[src/rtl/hazard_fwd_ctrl.sv]
// hazard_fwd_ctrl: hazard detection and forwarding control for the 5-stage
// F/D/E/M/W pipeline. It drives the forwarding mux selects, the D-stage
// stall, and the busy sequencing of the multi-cycle mult/div unit.
// Optional feature: define HAZ_PERF_EN to count stall cycles on stall_cnt.
module hazard_fwd_ctrl #(
    parameter int MULT_CYC = 5,
    parameter int DIV_CYC  = 10
) (
    input  logic        clk,
    input  logic        reset,
    input  logic [4:0]  rs_D,
    input  logic [4:0]  rt_D,
    input  logic [1:0]  tuse_rs_D,
    input  logic [1:0]  tuse_rt_D,
    input  logic [4:0]  rs_E,
    input  logic [4:0]  rt_E,
    input  logic [4:0]  rt_M,
    input  logic [4:0]  A3_E,
    input  logic [4:0]  A3_M,
    input  logic [4:0]  A3_W,
    input  logic [1:0]  res_E,
    input  logic [1:0]  res_M,
    input  logic [1:0]  res_W,
    input  logic        md_use_D,
    input  logic        md_start_E,
    input  logic        md_div_E,
    output logic        stall,
    output logic [2:0]  MCMP1D,
    output logic [2:0]  MCMP2D,
    output logic [2:0]  MALUAE,
    output logic [2:0]  MALUBE,
    output logic [2:0]  MWDM,
    output logic        md_busy,
    output logic [31:0] stall_cnt
);

    localparam logic [1:0] RES_NONE = 2'd0;
    localparam logic [1:0] RES_ALU  = 2'd1;
    localparam logic [1:0] RES_DM   = 2'd2;
    localparam logic [1:0] RES_PC   = 2'd3;
    localparam logic [1:0] TUSE_NONE = 2'd3;

    localparam logic [2:0] SEL_RF    = 3'd0;
    localparam logic [2:0] SEL_M_ALU = 3'd1;
    localparam logic [2:0] SEL_M_PC  = 3'd2;
    localparam logic [2:0] SEL_W_ALU = 3'd3;
    localparam logic [2:0] SEL_W_DM  = 3'd4;
    localparam logic [2:0] SEL_W_PC  = 3'd5;

    localparam logic [3:0] MULT_LD = 4'(MULT_CYC);
    localparam logic [3:0] DIV_LD  = 4'(DIV_CYC);

    logic [3:0] cnt;
    logic       data_stall;
    logic       md_stall;

    // A stage produces reg r only if it writes a non-zero register with a real result.
    function automatic logic hit(input logic [4:0] r, input logic [4:0] a3,
                                 input logic [1:0] res);
        return (r != 5'd0) && (r == a3) && (res != RES_NONE);
    endfunction

    // Cycles until the result is available, counted from the E stage.
    function automatic logic [1:0] tnew_e(input logic [1:0] res);
        return (res == RES_DM) ? 2'd2 : ((res == RES_NONE) ? 2'd0 : 2'd1);
    endfunction

    // Only a load still in M has a result that is not yet ready.
    function automatic logic [1:0] tnew_m(input logic [1:0] res);
        return (res == RES_DM) ? 2'd1 : 2'd0;
    endfunction

    // Stall when the producer in E or M cannot deliver before the consumer needs it.
    function automatic logic reg_stall(input logic [4:0] r, input logic [1:0] tuse,
                                       input logic [4:0] a3e, input logic [1:0] rese,
                                       input logic [4:0] a3m, input logic [1:0] resm);
        if (tuse == TUSE_NONE) return 1'b0;
        return (hit(r, a3e, rese) && (tnew_e(rese) > tuse)) ||
               (hit(r, a3m, resm) && (tnew_m(resm) > tuse));
    endfunction

    // W-stage source select; M-stage loads fall through here because the stall covers them.
    function automatic logic [2:0] fwd_w(input logic [4:0] r, input logic [4:0] a3w,
                                         input logic [1:0] resw);
        if (!hit(r, a3w, resw)) return SEL_RF;
        case (resw)
            RES_ALU: return SEL_W_ALU;
            RES_DM:  return SEL_W_DM;
            default: return SEL_W_PC;
        endcase
    endfunction

    // Youngest producer wins: M (ALU/PC only) before W.
    function automatic logic [2:0] fwd_mw(input logic [4:0] r,
                                          input logic [4:0] a3m, input logic [1:0] resm,
                                          input logic [4:0] a3w, input logic [1:0] resw);
        if (hit(r, a3m, resm) && (resm == RES_ALU)) return SEL_M_ALU;
        if (hit(r, a3m, resm) && (resm == RES_PC))  return SEL_M_PC;
        return fwd_w(r, a3w, resw);
    endfunction

    // Stall and forwarding selects are purely combinational on the pipeline state.
    always_comb begin
        data_stall = reg_stall(rs_D, tuse_rs_D, A3_E, res_E, A3_M, res_M) ||
                     reg_stall(rt_D, tuse_rt_D, A3_E, res_E, A3_M, res_M);
        md_stall   = md_use_D && (md_busy || md_start_E);
        stall      = data_stall || md_stall;
        MCMP1D     = fwd_mw(rs_D, A3_M, res_M, A3_W, res_W);
        MCMP2D     = fwd_mw(rt_D, A3_M, res_M, A3_W, res_W);
        MALUAE     = fwd_mw(rs_E, A3_M, res_M, A3_W, res_W);
        MALUBE     = fwd_mw(rt_E, A3_M, res_M, A3_W, res_W);
        MWDM       = fwd_w(rt_M, A3_W, res_W);
    end

    // MDU busy counter: a new start always reloads, otherwise count down to idle.
    always_ff @(posedge clk) begin
        if (reset)
            cnt <= 4'd0;
        else if (md_start_E)
            cnt <= md_div_E ? DIV_LD : MULT_LD;
        else if (cnt != 4'd0)
            cnt <= cnt - 4'd1;
    end

    assign md_busy = (cnt != 4'd0);

`ifdef HAZ_PERF_EN
    logic [31:0] perf_q;

    // Saturating count of stalled cycles.
    always_ff @(posedge clk) begin
        if (reset)
            perf_q <= 32'h0;
        else if (stall && (perf_q != 32'hFFFF_FFFF))
            perf_q <= perf_q + 32'd1;
    end

    assign stall_cnt = perf_q;
`else
    assign stall_cnt = 32'h0;
`endif

endmodule

[config.mk]
export PLATFORM = sky130hd
export DESIGN_NAME = hazard_fwd_ctrl
export DESIGN_NICKNAME = d
export VERILOG_FILES = /design/src/rtl/hazard_fwd_ctrl.sv
export SDC_FILE = /design/constraint.sdc
export NUM_CORES = 1
export LEC_CHECK = 0
export CORE_AREA = 2 2 75 77
export DETAILED_ROUTE_END_ITERATION = 7
export DIE_AREA = 0 0 77 79
export DONT_BUFFER_PORTS = 1
export PLACE_DENSITY = 0.44
export SKIP_CTS_REPAIR_TIMING = 1
export SKIP_LAST_GASP = 1
export SYNTH_ARGS = -nofsm -noshare
export SYNTH_HDL_FRONTEND = slang
export SYNTH_SLANG_ARGS = --single-unit
export TNS_END_PERCENT = 5
[constraint.sdc]
create_clock -name clk -period 5.7 [get_ports clk]
set_input_delay 1.71 -clock clk [delete_from_list [all_inputs] [get_ports clk]]
set_output_delay 1.71 -clock clk [all_outputs]
set_load 0.05 [all_outputs]
# Word-level counts from Yosys, hierarchy flattened
# Index checks and enable logic that the tools add are counted.
[totals]
output_inout_bits = 49
ff_bits = 4
mem_count = 0
in_bits = 55
mem_bits_ro = 0
elab_cells = 138
latch_bits = 0
mem_bits_rw = 0
[classes]
n_addsub = 1
shifts = 0
multipliers = 0
bitwise_logic = 0
n_reduce_logical = 51
magnitude_cmp = 4
n_mux = 62
n_eq_ne = 19
n_div = 0
[ops]
columns = ["operator", "count"]
rows = [
  ["2-to-1 mux 3 bit", 25],
  ["== test 5 bit", 11],
  ["logical AND 1 bit", 35],
  ["2-to-1 mux 1 bit", 32],
  ["nonzero test 5 bit", 5],
  ["== test 2 bit, second input constant", 6],
  ["2-to-1 mux 4 bit", 3],
  ["nonzero test 2 bit", 4],
  ["greater-than comparator 2 bit", 3],
  ["one-hot mux 3 bit (2 select lines)", 1],
  ["logical OR 1 bit", 5],
  ["== test 2 x 1 -> 1 bit, second input constant", 2],
  ["nonzero test 4 bit", 1],
  ["subtractor 4 x 1 -> 4 bit, second input constant", 1],
  ["greater-than comparator 1 x 2 -> 1 bit", 1],
  ["zero test 2 bit", 1],
  ["2-to-1 mux 2 bit", 1],
]

# Logic depth before layout (Yosys ltp)
[logic_depth]
depth_word = 11
depth_mapped = 8

# Worst setup path after synthesis
# OpenSTA, ideal clock, no wires.
[synth_path]
path_kind = "input port to output port"
from = "in rs_E[0]"
to = "out MALUAE[0]"
slack_ns = 0.617
cell_stages = 5
path_buffers = 0
t_arrival_ns = 3.373
path_cell_list = "nor4_2 or3_1 a211oi_2 or3_4 o2bb2ai_1"
[synth_via]
elab_chain_cells = 9
elab_cells_between_ends = 19
[synth_rtl]
columns = ["element", "line_no", "source"]
rows = [
  ["start: declaration", "15", "input logic [4:0] rs_E,"],
  ["== test 5 bit / nonzero test 5 bit (equally long branches)", "60", "return (r != 5'd0) && (r == a3) && (res != RES_NONE);"],
  ["logical AND 1 bit (2 in a row)", "60", ""],
  ["2-to-1 mux 1 bit", "85", "if (!hit(r, a3w, resw)) return SEL_RF;"],
  ["2-to-1 mux 1 bit", "99", "return fwd_w(r, a3w, resw);"],
  ["2-to-1 mux 1 bit", "98", "if (hit(r, a3m, resm) && (resm == RES_PC)) return SEL_M_PC;"],
  ["2-to-1 mux 3 bit", "86", "case (resw)"],
  ["2-to-1 mux 3 bit", "99", ""],
  ["2-to-1 mux 3 bit *", "98", ""],
  ["end: declaration", "30", "output logic [2:0] MALUAE,"],
]
# Every way passes the cells marked *; elsewhere a longest branch is shown, timed or not. The select of a mux whose other input is x is not followed.

# Final worst setup path
[layout_path]
from = "in res_E[1]"
to = "out stall"
[layout_via]
elab_chain_cells = 9
elab_cells_between_ends = 17
[layout_rtl]
columns = ["element", "line_no", "source"]
rows = [
  ["start: declaration", "21", "input logic [1:0] res_E,"],
  ["zero test 2 bit", "65", "return (res == RES_DM) ? 2'd2 : ((res == RES_NONE) ? 2'd0 : 2'd1);"],
  ["2-to-1 mux 1 bit", "65", ""],
  ["2-to-1 mux 2 bit", "65", ""],
  ["greater-than comparator 2 bit", "78", "return (hit(r, a3e, rese) && (tnew_e(rese) > tuse)) ||"],
  ["logical AND 1 bit", "78", ""],
  ["logical OR 1 bit", "78", ""],
  ["2-to-1 mux 1 bit", "78", ""],
  ["logical OR 1 bit *", "104", "data_stall = reg_stall(rs_D, tuse_rs_D, A3_E, res_E, A3_M, res_M) ||"],
  ["logical OR 1 bit *", "107", "stall = data_stall || md_stall;"],
  ["end: declaration", "27", "output logic stall,"],
]
# Every way passes the cells marked *; elsewhere a longest branch is shown, timed or not.

==> impl_results.md <==
- Reg clk slew, reported paths: 0.03 ns
- Total of endpoints with negative setup slack in the final report: 0
- Number of unique standard cell types used by synthesis: 43
- DRC violations left: 0
- Maximum frequency from static timing analysis: 0.2003 GHz
- GRT Total Usage: 14.09%
- Worst path slowest cell: sky130_fd_sc_hd__a211o_1
- Max clock buf depth: 2
- Worst path cell trace: nor2b_1 -> ha_1 -> a2111oi_0 -> nand4b_1 -> o21ai_0 -> a211o_1
- Clock period minus worst slack: 4.992 ns
- Synth-to-layout area growth: 3.812%
- Flip-flop and latch count after synthesis: 4
- Routed Wire Length: 4.174 mm
- Sum of negative setup slack: 0 ns
- Root cell of the clock tree: sky130_fd_sc_hd__clkbuf_8
- CTS tree: yes
- Most frequent standard cell in the layout excluding fill and tap cells: sky130_fd_sc_hd__xnor2_1
- Worst-path maximum fanout: 2
- Synthesized area divided by synthesized cell count: 7.209 sq um
- Initial Utilization: 28.90%
- Cell row count: 27
- Register with the most flip-flops: cnt
- Data arrival time of the critical path: 3.28 ns
- Critical Path Source Type: input pin
- Worst-case headroom to the max-slew limit: 58.00%
- Yosys warning total: 0
- Final-report hold violation count: 0
- First-pass iteration count of the detailed router: 4
- Wirelength per Cell: 14.29 um
- Gp weighted congestion: 0.7323
- Top delay family on crit path: compound AO/OA/AOI/OAI gates
- Type of the worst setup path: in2out
- Number of buffers added by the clock tree synthesis step: 3
- RSZ-0062 raised after global routing: no
- Setup Slack @ Placement: 0.6993 ns
- PD cells: 146.0 nW/um^2
- Max reg flops: 4
- Type of the worst min-delay path: reg2reg
- Number of clock sinks: 4
- Syn Std Cell Area: 1543 sq um
- Leftover overflow at the end of global routing: 0
- Number of ports placed on the die boundary: 104
- Fraction of the yosys area taken by sequential cells: 5.191%
- Core area: 5338 sq um
- Skew final: 0.0001484 ns
- Portion of synthesized cell area occupied by the leading cell type: 19.87%
- VDD IR-drop max: 0.07255 mV
- Vias in the first global route: 1,372
- Via/cell ratio: 4.637
- Iteration-0 DRC Markers: 32
- Instance count of the mapped netlist: 214
- Number of vias after detailed routing: 1,354
- Top FF cell, synth: sky130_fd_sc_hd__dfxtp_1
- EDFF count, synth: 0
- Area of the die: 6083 sq um
- Crit path buf inv count: 0
- Registers with the most flip-flops: cnt (4)
- Crit path largest cell delay: 0.44 ns
- Total of max-cap violations: 0
- Outcome: finished clean
- Detailed Place HPWL: 3.645 mm
- Part of the cycle the worst path needs: 87.58%
- Insertion delay to the later sink of the worst-skew pair: 0.21 ns
- Global-route wire length before repair: 6.803 mm
- Share of cells above drive strength 1: 10.45%
- Pin count of the biggest net entering global routing: 10
- Share of async-settable or async-resettable flops after synthesis: 0%
- Die boundary width: 77 um
- Data required time at the worst endpoint: 3.99 ns
- CTS H-tree depth: 1
- Crit. End Element: primary output
- Worst-case setup margin in the final layout: 0.7079 ns
- Post-route core utilization: 30.00%
- Actual slew at the worst max-slew pin: 0.6299 ns
- Final-stage net count: 285
- Number of max-slew violations in the final report: 0
- Antenna violation net count after detailed routing: 0
- Most frequent cells in the layout: 35 x sky130_fd_sc_hd__xnor2_1, 32 x sky130_fd_sc_hd__conb_1, 17 x sky130_fd_sc_hd__nor2_1
- Initial antenna violation count: 0
- Synth top area cells: sky130_fd_sc_hd__xnor2_1 20%, sky130_fd_sc_hd__buf_4 16%, sky130_fd_sc_hd__xor2_1 7.4%, sky130_fd_sc_hd__ha_1 6.5%, sky130_fd_sc_hd__dfxtp_1 5.2%
- Port Buffer Count: 0
- Dominant cell type by area after synthesis: sky130_fd_sc_hd__xnor2_1
- Leakage dissipation: 0.0006486 uW
- Worst hold margin: 0.6014 ns
- Die span in y: 79 um
- Antenna diode instance count: 0
==> final cells by class <==
| type | instances | area [sq um] |
|---|---|---|
| fillers | 616 | 3736 |
| multi-input cells | 193 | 1277 |
| well taps | 72 | 90.09 |
| flip-flops and latches | 4 | 80.08 |
| repair buffers | 10 | 75.07 |
| clock buffers | 3 | 41.29 |
| inverters | 10 | 37.54 |
==> kinds of logic (layout without fill, tap and decap cells) <==
logic type	after synthesis	after routing	synth area share [%]
AND/OR/NAND/NOR	72	72	25.06
multiplexers	2	2	1.460
other	1	32	0.2431
buffers and inverters	48	23	19.87
adder cells (fa/ha/maj)	8	8	6.488
AO/OA/AOI/OAI	31	31	14.44
flip-flops	4	4	5.191
XOR/XNOR	48	48	27.25
==> through the flow <==
step                      cells  instance area [sq um]  total power, uW
final                       292                   1602            233.8
after global routing        292                   1602            251.9
after CTS                   292                   1602            235.8
after detailed placement    289                   1560            175.8
after global placement      289                   1560            175.1
after floorplan             245                   1659            185.6
==> synth_stat cells (all sizes together) (2+ instances only) <==
cell type,number
buf,37
xnor2,35
nor2,17
xor2,13
nor3,12
inv,10
nand2,9
ha,8
a21oi,7
nand3,6
o21ai,6
nand4,5
nor2b,5
nor4,5
dfxtp,4
a211oi,3
nand2b,3
or3,3
a221oi,2
a22o,2
and3,2
mux2,2
o2111ai,2
o22ai,2
==> worst reg2reg max path, stage by stage, from the launching register on <==
cell	delay (ns)
sky130_fd_sc_hd__dfxtp_1	0.32
sky130_fd_sc_hd__inv_1	0.08
sky130_fd_sc_hd__ha_1	0.14
sky130_fd_sc_hd__or3b_1	0.64
sky130_fd_sc_hd__nor2b_1	0.27
sky130_fd_sc_hd__a22oi_1	0.13
sky130_fd_sc_hd__nor2_1	0.05
==> routing by layer <==
layer | vias to the layer above | global-route usage, % | part of all wire (%)
li1 | 691 | - | -
met1 | 601 | 17.32 | 42
met2 | 62 | 24.74 | 48
met3 | 0 | 4.318 | 10
met4 | 0 | 2.143 | 0
met5 | - | 0 | 0
==> worst paths after layout <==
path                       startpoint                   to  slack, ns  cells past startpoint
setup / recovery             res_E[1]                stall       0.71                      6
hold / removal    cnt[2]$_SDFFE_PP0N_  cnt[2]$_SDFFE_PP0N_       0.60                      3
setup reg to reg  cnt[0]$_SDFFE_PP0N_  cnt[3]$_SDFFE_PP0N_       3.96                      6
hold reg to reg   cnt[2]$_SDFFE_PP0N_  cnt[2]$_SDFFE_PP0N_       0.60                      3
==> where the power goes <==
group	internal (uW)	switching (uW)
Combinational	46.0	95.4
Clock	45.0	13.7
Sequential	31.4	2.46
(Power assumes the default switching activity.)
==> variant: new RTL, same flow settings <==
Add an input register stage for `md_div_E`, without a reset; this delays it by one clock. The other inputs are not delayed to match.
--- a/src/rtl/hazard_fwd_ctrl.sv
+++ b/src/rtl/hazard_fwd_ctrl.sv
@@ -49,6 +49,12 @@
 
     localparam logic [3:0] MULT_LD = 4'(MULT_CYC);
     localparam logic [3:0] DIV_LD  = 4'(DIV_CYC);
+
+    logic md_div_E_q;
+
+    always_ff @(posedge clk) begin
+        md_div_E_q <= md_div_E;
+    end
 
     logic [3:0] cnt;
     logic       data_stall;
@@ -117,7 +123,7 @@
         if (reset)
             cnt <= 4'd0;
         else if (md_start_E)
-            cnt <= md_div_E ? DIV_LD : MULT_LD;
+            cnt <= md_div_E_q ? DIV_LD : MULT_LD;
         else if (cnt != 4'd0)
             cnt <= cnt - 4'd1;
     end
Formal check against the unedited RTL: not equivalent (Yosys sat finds a counterexample within 10 cycles, from zero or initial values and one cycle with reset high).
==> variant against the original RTL <==
Design area increased by 1.4%; synthesized area up 2.4%; power rose by 7.1%; worst setup slack improved by 0.057 ns; sequential cell count up 1; critical path depth up 2; global-route usage decreased by 0.52 points; routed wire length grew 1.8%; sequential power rose by 23%; largest cell class unchanged.
==> variant: results (changes against the original RTL) <==
outcome finished, final reports clean; number of cells produced by synthesis 215 (+0.47%); static leakage 0.663 nW (+2.2%); maximum vdd ir drop 0.175 mV (+140%); via count of the first global-routing pass 1260 (-8.2%); Hold Worst Slack 0.510 ns (-0.0918 ns); placed instance count 288 (-0.35%); fraction of layout cells with a size suffix above 1 0.0818 (-0.0227); number of clock buffers inserted by TritonCTS 3 (unchanged); number of port buffers 0 (unchanged); Distinct cells, synth 38 (-12%); cell with the biggest individual delay on the critical path sky130_fd_sc_hd__nor4_1; pre-CTS worst setup slack 0.738 ns (+0.0382 ns); post-synthesis sequential area ratio 0.0634 (+0.0115); Util after Layout 0.304 (+0.00422); skew final 0.00351 ns (+0.00336 ns); Internal Power 0.133 mW (+8.5%); Final Max Slew Viols 0 (unchanged); routed vias/inst 4.64 (+0.15%); post-detailed-route count of antenna-violating nets 0 (unchanged); worst hold path cell count 2 (-1); post-placement cell area 1580 sq um (+1.2%); Synth Warn # 0 (unchanged); mean routed wirelength per cell 14.6 um (+1.8%); origin of the worst min-delay path md_div_E_q; root buffer selected by CTS sky130_fd_sc_hd__clkbuf_8; number of inserted filler cells in the final layout 607 (-1.5%); most area-consuming cells after synthesis sky130_fd_sc_hd__xnor2_1 19%, sky130_fd_sc_hd__buf_4 17%, sky130_fd_sc_hd__xor2_1 10%; class of the most critical hold timing path reg -> reg; crit-path leading delay family simple AND/OR/NAND/NOR gates; flip-flop cell with the highest count after synthesis sky130_fd_sc_hd__dfxtp_1; pin count of the biggest net entering global routing 8 (-2); count of nets after finishing 284 (-0.35%); Worst Max-Slew Pin Slew 0.624 ns (-0.00591 ns); commonest cells in the netlist 36 x sky130_fd_sc_hd__buf_4, 34 x sky130_fd_sc_hd__xnor2_1, 18 x sky130_fd_sc_hd__xor2_1; starting DRC count in detailed routing 47 (+47%); longest individual stage delay on the worst path 0.32 ns (-0.12 ns); Worst R2R Setup Slack 3.93 ns (-0.03 ns); maximum count of clock buffers along a single path 2 (unchanged); Skew-Pair Late Insertion Delay 0.22 ns; H-tree levels 1 (unchanged); final HPWL from detailed placement 3680 um (+1.0%); wire length of the first global-routing pass 6600 um (-3.0%); Reg-to-Reg End cnt[3]; Max FO, Critical Path 3 (+1); data arrival time of the critical path 3.22 ns (-0.06 ns); final antenna diode count 0 (unchanged); endpoint with the worst hold slack cnt[1]; Setup Viol. Count Final 0 (unchanged); Total GRT Usage 0.136 (-0.00521); number of cells on the worst reg-to-reg path 6 (unchanged); Pre-Repair DR Iteration Count 4 (unchanged); top flop regs cnt x4, md_div_E_q x1; GPL Wtd Cong 0.778 (+6.3%); Post-Route WL 4250 um (+1.8%)
## variant: kinds of logic after synthesis
| kind of cell | after synthesis | share of synthesized area |
|---|---|---|
| fa+ha+maj | 8 | 0.0634 |
| mux | 4 | 0.0269 |
| flops | 5 | 0.0634 |
| buf+inv | 48 | 0.200 |
| other cells | 1 | 0.00237 |
| compound gates | 23 | 0.103 |
| simple gates | 74 | 0.252 |
| xor+xnor | 52 | 0.288 |
## variant: power groups by stage
| stage | Clock (mW) | Sequential [mW] | Combinational (mW) |
|---|---|---|---|
| 2_1_floorplan | 0 | 0.0413 | 0.153 |
| 4_1_cts | 0.0682 | 0.0415 | 0.143 |
| 3_3_place_gp | 0 | 0.0421 | 0.142 |
| 6_report | 0.0666 | 0.0415 | 0.142 |
| 3_5_place_dp | 0 | 0.0420 | 0.142 |
| 5_1_grt | 0.0708 | 0.0420 | 0.155 |
## variant: routing by layer
| layer | wire [um] | vias to the layer above | track usage |
|---|---|---|---|
| met5 | 0 | - | 0 |
| met4 | 6 | 0 | 0.0107 |
| met3 | 413 | 2 | 0.0466 |
| li1 | - | 680 | - |
| met2 | 2050 | 61 | 0.238 |
| met1 | 1780 | 613 | 0.168 |
## variant: worst max path at each step
stage / cells past startpoint / start / end / slack (ns)
2_1_floorplan: 5 / A3_W[2] / MCMP2D[2] / 0.41
6_report: 8 / res_E[1] / stall / 0.77
3_3_place_gp: 8 / res_E[1] / stall / 0.78
3_5_place_dp: 8 / res_E[1] / stall / 0.74
4_1_cts: 8 / res_E[1] / stall / 0.73
5_1_grt: 8 / res_E[1] / stall / 0.61
## variant: area by class of cell
class                      count  area [sq um]  share of cell area
tap                           72          90.1              0.0555
sequential                     5           100              0.0616
multi-input combinational    193          1280               0.790
timing repair buffer          10          75.1              0.0462
inverter                       8          30.0              0.0185
clock buffer                   4          45.0              0.0277
## variant: tightest hold or removal path: stages, from the launching register on
cell and delay (ns):
sky130_fd_sc_hd__dfxtp_1 0.33, sky130_fd_sc_hd__a21oi_1 0.07, sky130_fd_sc_hd__nor2_1 0.07
